**config.mk**
```make
export PLATFORM = sky130hd
export DESIGN_NAME = toy_mem_arbiter
export DESIGN_NICKNAME = d
export VERILOG_FILES = /design/src/rtl/toy_mem_pkg.sv /design/src/rtl/toy_starve_ctr.sv /design/src/rtl/toy_mem_arbiter.sv
export SDC_FILE = /design/constraint.sdc
export NUM_CORES = 1
export LEC_CHECK = 0
export CAP_MARGIN = 20
export CORE_ASPECT_RATIO = 2
export CORE_MARGIN = 1
export CORE_UTILIZATION = 31
export DETAILED_ROUTE_END_ITERATION = 6
export PLACE_DENSITY_LB_ADDON = 0.2
export SETUP_SLACK_MARGIN = 0.05
export SLEW_MARGIN = 20
export SYNTH_ARGS = -nofsm -noshare
export SYNTH_HDL_FRONTEND = slang
export SYNTH_SLANG_ARGS = --single-unit
```
**constraint.sdc**
```tcl
create_clock -name CLK -period 1.7 [get_ports CLK]
set_input_delay 0.34 -clock CLK [delete_from_list [all_inputs] [get_ports CLK]]
set_output_delay 0.34 -clock CLK [all_outputs]
set_load 0.03 [all_outputs]
```
**src/rtl/toy_mem_pkg.sv**
```systemverilog
// Shared types and defaults for the RISC_TOY single-port memory arbiter.
// Holds the owner encoding, the return-tag layout and the tag builder.
package toy_mem_pkg;

  localparam int TOY_AW      = 10;
  localparam int TOY_MAXWAIT = 3;
  localparam int STARVE_W    = 4;

  typedef enum logic {
    OWN_I = 1'b0,
    OWN_D = 1'b1
  } own_e;

  typedef struct packed {
    logic vld;
    own_e own;
  } rtag_t;

  localparam rtag_t RTAG_IDLE = '{vld: 1'b0, own: OWN_I};

  // Writes complete in the grant cycle, so only read grants issue a tag.
  function automatic rtag_t make_tag(input logic ignt, input logic dgnt, input logic drw);
    rtag_t tag;
    tag.vld = ignt | (dgnt & ~drw);
    tag.own = (dgnt & ~ignt & ~drw) ? OWN_D : OWN_I;
    return tag;
  endfunction

endpackage

```
**src/rtl/toy_starve_ctr.sv**
```systemverilog
// Saturating count of consecutive cycles a pending fetch has been denied.
// at_max tells the arbiter to hand the port to fetch this cycle.
module toy_starve_ctr
  import toy_mem_pkg::*;
#(
  parameter int MAXWAIT = TOY_MAXWAIT
) (
  input  logic clk,
  input  logic rst_n,
  input  logic inc,
  input  logic clr,
  output logic at_max
);

  localparam logic [STARVE_W-1:0] MAX_C = STARVE_W'(MAXWAIT);
  localparam logic [STARVE_W-1:0] ONE_C = {{(STARVE_W-1){1'b0}}, 1'b1};

  logic [STARVE_W-1:0] cnt_r;

  // Denial counter: clear wins over increment, increment stops at MAXWAIT.
  always_ff @(posedge clk or negedge rst_n) begin
    if (!rst_n) begin
      cnt_r <= {STARVE_W{1'b0}};
    end else if (clr) begin
      cnt_r <= {STARVE_W{1'b0}};
    end else if (inc && (cnt_r != MAX_C)) begin
      cnt_r <= cnt_r + ONE_C;
    end else begin
      cnt_r <= cnt_r;
    end
  end

  assign at_max = (cnt_r == MAX_C);

endmodule

```
**src/rtl/toy_mem_arbiter.sv**
```systemverilog
// Shares one SRAM port between fetch and load/store with data priority,
// a fetch starvation bound, and tagged steering of 1-cycle read returns.
module toy_mem_arbiter
  import toy_mem_pkg::*;
#(
  parameter int AW      = TOY_AW,
  parameter int MAXWAIT = TOY_MAXWAIT
) (
  input  logic          CLK,
  input  logic          RSTN,
  input  logic          IREQ,
  input  logic [29:0]   IADDR,
  output logic          IGNT,
  output logic [31:0]   INSTR,
  output logic          IVALID,
  input  logic          DREQ,
  input  logic          DRW,
  input  logic [29:0]   DADDR,
  input  logic [31:0]   DWDATA,
  output logic          DGNT,
  output logic [31:0]   DRDATA,
  output logic          DVALID,
  output logic          MCSN,
  output logic          MWEN,
  output logic [AW-1:0] MA,
  output logic [31:0]   MDI,
  input  logic [31:0]   MDOUT
);

  logic          ignt_s;
  logic          dgnt_s;
  logic          at_max_s;
  logic          starve_inc_s;
  logic          starve_clr_s;
  logic          mcsn_s;
  logic          mwen_s;
  logic [AW-1:0] ma_s;
  logic          ivalid_s;
  logic          dvalid_s;
  rtag_t         rtag_r;
  logic [31:0]   ihold_r;
  logic [31:0]   dhold_r;
  logic          unused_addr_s;

  assign unused_addr_s = ^{IADDR[29:AW], DADDR[29:AW]};

  assign starve_inc_s = IREQ & ~ignt_s;
  assign starve_clr_s = ~IREQ | ignt_s;

  toy_starve_ctr #(
    .MAXWAIT(MAXWAIT)
  ) u_starve (
    .clk   (CLK),
    .rst_n (RSTN),
    .inc   (starve_inc_s),
    .clr   (starve_clr_s),
    .at_max(at_max_s)
  );

  // Fixed data priority; fetch wins a contended cycle once it has waited MAXWAIT.
  always_comb begin
    ignt_s = 1'b0;
    dgnt_s = 1'b0;
    if (RSTN) begin
      case ({IREQ, DREQ})
        2'b01: dgnt_s = 1'b1;
        2'b10: ignt_s = 1'b1;
        2'b11: begin
          if (at_max_s) begin
            ignt_s = 1'b1;
          end else begin
            dgnt_s = 1'b1;
          end
        end
        default: begin
          ignt_s = 1'b0;
          dgnt_s = 1'b0;
        end
      endcase
    end else begin
      ignt_s = 1'b0;
      dgnt_s = 1'b0;
    end
  end

  // SRAM port drive; the address is forced to zero while reset masks requests.
  always_comb begin
    mcsn_s = ~(ignt_s | dgnt_s);
    mwen_s = ~(dgnt_s & DRW);
    ma_s   = {AW{1'b0}};
    if (!RSTN) begin
      ma_s = {AW{1'b0}};
    end else if (ignt_s) begin
      ma_s = IADDR[AW-1:0];
    end else begin
      ma_s = DADDR[AW-1:0];
    end
  end

  // One tag per cycle records who owns the word returning next cycle.
  always_ff @(posedge CLK or negedge RSTN) begin
    if (!RSTN) begin
      rtag_r <= RTAG_IDLE;
    end else begin
      rtag_r <= make_tag(ignt_s, dgnt_s, DRW);
    end
  end

  assign ivalid_s = rtag_r.vld & (rtag_r.own == OWN_I);
  assign dvalid_s = rtag_r.vld & (rtag_r.own == OWN_D);

  // Keep each requester's last returned word so its output stays stable.
  always_ff @(posedge CLK or negedge RSTN) begin
    if (!RSTN) begin
      ihold_r <= 32'h0000_0000;
      dhold_r <= 32'h0000_0000;
    end else begin
      ihold_r <= ivalid_s ? MDOUT : ihold_r;
      dhold_r <= dvalid_s ? MDOUT : dhold_r;
    end
  end

  assign IGNT   = ignt_s;
  assign DGNT   = dgnt_s;
  assign MCSN   = mcsn_s;
  assign MWEN   = mwen_s;
  assign MA     = ma_s;
  assign MDI    = DWDATA;
  assign IVALID = ivalid_s;
  assign DVALID = dvalid_s;
  assign INSTR  = ivalid_s ? MDOUT : ihold_r;
  assign DRDATA = dvalid_s ? MDOUT : dhold_r;

endmodule

```
==> metrics.md <==
| Metric | Value |
|---|---|
| Status | finished, violations left |
| Violated checks | negative setup slack |
| Fin nets | 538 |
| Clock latency of the later-clocked register in the worst-skew pair | between 0.3 and 0.4 ns |
| Biggest area consumer among synthesized cells | dfrtp_1 |
| Netlist Area Pre-Place | about 3200 um2 |
| Endpoints failing setup | 79 |
| Setup ws final | -0.696 ns |
| Fin. max-slew vios | 0 |
| H-Tree Depth | 3 |
| Clk_skew | 0.00651 ns |
| Area grow syn2layout | 84.8% |
| Root Driver | clkbuf_16 |
| Slew headroom | 0.590 |
| N_diodes | 0 |
| CTS tree | built |
| Number of port buffers | around 140 |
| First-pass DRT Iterations | 4 |
| Final Hold Vio Count | 0 |
| Synth Area in Compound Gates | 0.0190 |
| Clock tree sinks | 70 |
| Post-synth EDFFs | 0 |
| GP Congestion | between 0.7 and 0.8 |
| Kind of critical path | reg2out |
| Post-place setup slack | -0.410 ns |
| Startpoint Class | flop |
| Synth Flop Type | dfrtp_1 |
| Avg Cell Area, Syn | 13.3 um2 |
| Full die area | 10,600 um2 |
| Num CTS Buffers | 9 |
| Crit path DAT | ~2.1 ns |
| Fin crit share | 1.41 |
| Sequential area share after synthesis | 0.556 |
| Synth top area share | 0.556 |
| Peak supply drop | 0.000792 V |
| Total track usage | 0.175 |
| Final core occ | 0.593 |
| Number of I/O pins | 241 |
| Layout cell share with drive strength beyond 1 | 0.604 |
| Mux cell area share after synthesis | 0.260 |
| Max Buffers Root-to-Sink | 2 |
| Worst endpoint required time | 1.36 ns |
| Clock transition at path regs | ~0.06 ns |
| Cell count after synthesis | 237 |
| Leakage | between 2 and 3 nW |
| Filler Cell Count | 853 |
| Post-synth top cells | dfrtp_1 (70), mux2_2 (64), buf_4 (32), nand2_1 (24), mux2i_1 (10) |
| Chip Width | around 73 um |
| Largest net degree at the start of global routing | 50 |
| Adder-Cell Fraction of Synth Area | 0.00397 |
| FP Rows | 51 |
| Worst-Margin Slew | 0.616 ns |
| Drt initial violations | 61 |
| First-pass GRT wire length | around 13 mm |
| Power Density | 1180 nW/um2 |
| Drt drc | 0 |
| Hpwl dp | slightly below 6 mm |
| Max Clk Rate | 417 MHz |
| DRT antenna net count | 0 |
| Post-Synth XOR/XNOR Area | 0.00278 |
| Synth top area cells | dfrtp_1 (56%), mux2_2 (23%), buf_4 (7.6%) |
| RSZ-0062 raised after global routing | true |
| Most frequent cell after synthesis | dfrtp_1 |
| Core area | a little under 10,000 um2 |
| Die Span Y | 145 um |
| Design Area, Final | 5830 um2 |
| Remaining global-route overflow | 0 |
| Syn. warnings | 0 |
| Final min period | 2.40 ns |
| Routed via count | 2,456 |
| Drt total wl | 8.81 mm |
| Max FO, Critical Path | 6 |
| Initial antenna violation count | 0 |
| Hold_buf cts | 0 |
| Final total power | ~0.0069 W |
| Initial Util | 0.321 |
| Async SR Flop Fraction | 1.00 |
| Routed WL per cell | 16.2 um |
| Max-Cap Viols | 0 |
| Combinational family with the most area after synthesis | multiplexers |
| Post-Synth Simple-Gate Area | 0.0579 |
| Via density | 4.51 |
| Vias in the first global route | 2,670 |
| Placement Cell Area | 4650 um2 |
| Tightest Hold Check Type | in2async |
| Synth cell types | 25 |
| Syn_nets | 367 |
| Setup crit end kind | output pin |
| Synthesized flop and latch total | 70 |
cell families (layout without fill, tap and decap cells):
family,Yosys count,in the layout
flops,70,70
simple gates,38,38
fa+ha+maj,1,1
buf+inv,46,221
xor+xnor,1,1
mux,74,74
compound gates,7,7
registers in the layout (all words and copies together), names as in the netlist:
signal          count
dhold_r            32
ihold_r            32
u_starve.cnt_r      4
rtag_r              2
per-stage QoR:
step	instances	hold WS [ns]	TNS, ns
floorplan	237	0.0444	-3.64
global route	544	0.385	-32.86
finish	544	0.317	-28.52
detailed placement	485	0.482	-23.68
global placement	485	0.477	-23.17
CTS	533	0.330	-32.83
critical path, stage by stage, from the launching register on:
cell,delay (ns)
dfrtp_1,0.35
ha_2,0.19
or3b_4,0.40
a21boi_4,0.22
buf_12,0.18
mux2i_2,0.21
buf_4,0.18
cells in the final DEF, fill, tap and decap left out, drive strengths merged:
cell type	netlist	final
nand2	24	24
mux2i	10	10
buf	39	148
dfrtp	70	70
and2	1	1
nand2b	2	2
o2bb2ai	1	1
xor2	1	1
clkdlybuf4s50	0	55
inv	3	4
or3b	1	1
a21boi	3	3
clkbuf	4	9
nor3b	1	1
clkinv	0	3
or2b	1	1
ha	1	1
nand3b	4	4
nor2	2	2
nand3	2	2
clkinvlp	0	2
mux2	64	64
a21o	1	1
o21ai	1	1
a21oi	1	1
what timing repair did:
| item | in CTS | in global routing |
|---|---|---|
| gates cloned | 2 | 0 |
| buffers inserted | 32 | 20 |
| pin swaps | 4 | 4 |
| gates resized for setup | 498 | 37 |
| endpoints found under the setup margin | 78 | 80 |
worst paths after layout:
check	startpoint	end	slack, ns	cells after the start
setup reg to reg	rtag_r[1]	dhold_r[6]	0.17	7
hold reg to reg	dhold_r[8]	dhold_r[8]	0.50	1
hold / removal	RSTN	dhold_r[25]	0.32	3
max in group asynchronous	RSTN	dhold_r[8]	0.82	3
setup / recovery	u_starve.cnt_r[0]	MA[9]	-0.70	6
min in group CLK	RSTN	rtag_r[0]	0.49	5
metal layers:
layer	up-vias	wire length, um	global-route usage
met5	-	0	0
met4	0	204	0.0982
met3	15	642	0.0530
met2	120	4910	0.314
met1	1210	3050	0.174
li1	1111	-	-
power breakdown:
part	total, W	internal, W	leakage, nW	switching, W
combinational	0.00309	0.00160	1.87	0.00149
sequential	0.00214	0.00204	0.826	0.000105
clock	0.00165	0.000974	0.127	0.000681
total	0.00689	0.00461	2.83	0.00228
layout make-up:
| type | count | area (um2) | area share |
|---|---|---|---|
| Timing Repair Buffer | 203 | 2190 | 0.377 |
| Sequential cell | 70 | 1750 | 0.301 |
| Multi-Input combinational cell | 121 | 1440 | 0.247 |
| Clock buffer | 9 | 225 | 0.0387 |
| Tap cell | 132 | 165 | 0.0283 |
| Clock inverter | 6 | 38.8 | 0.00666 |
| Inverter | 3 | 11.3 | 0.00193 |
Note: power is estimated with default switching activity, not from simulation.
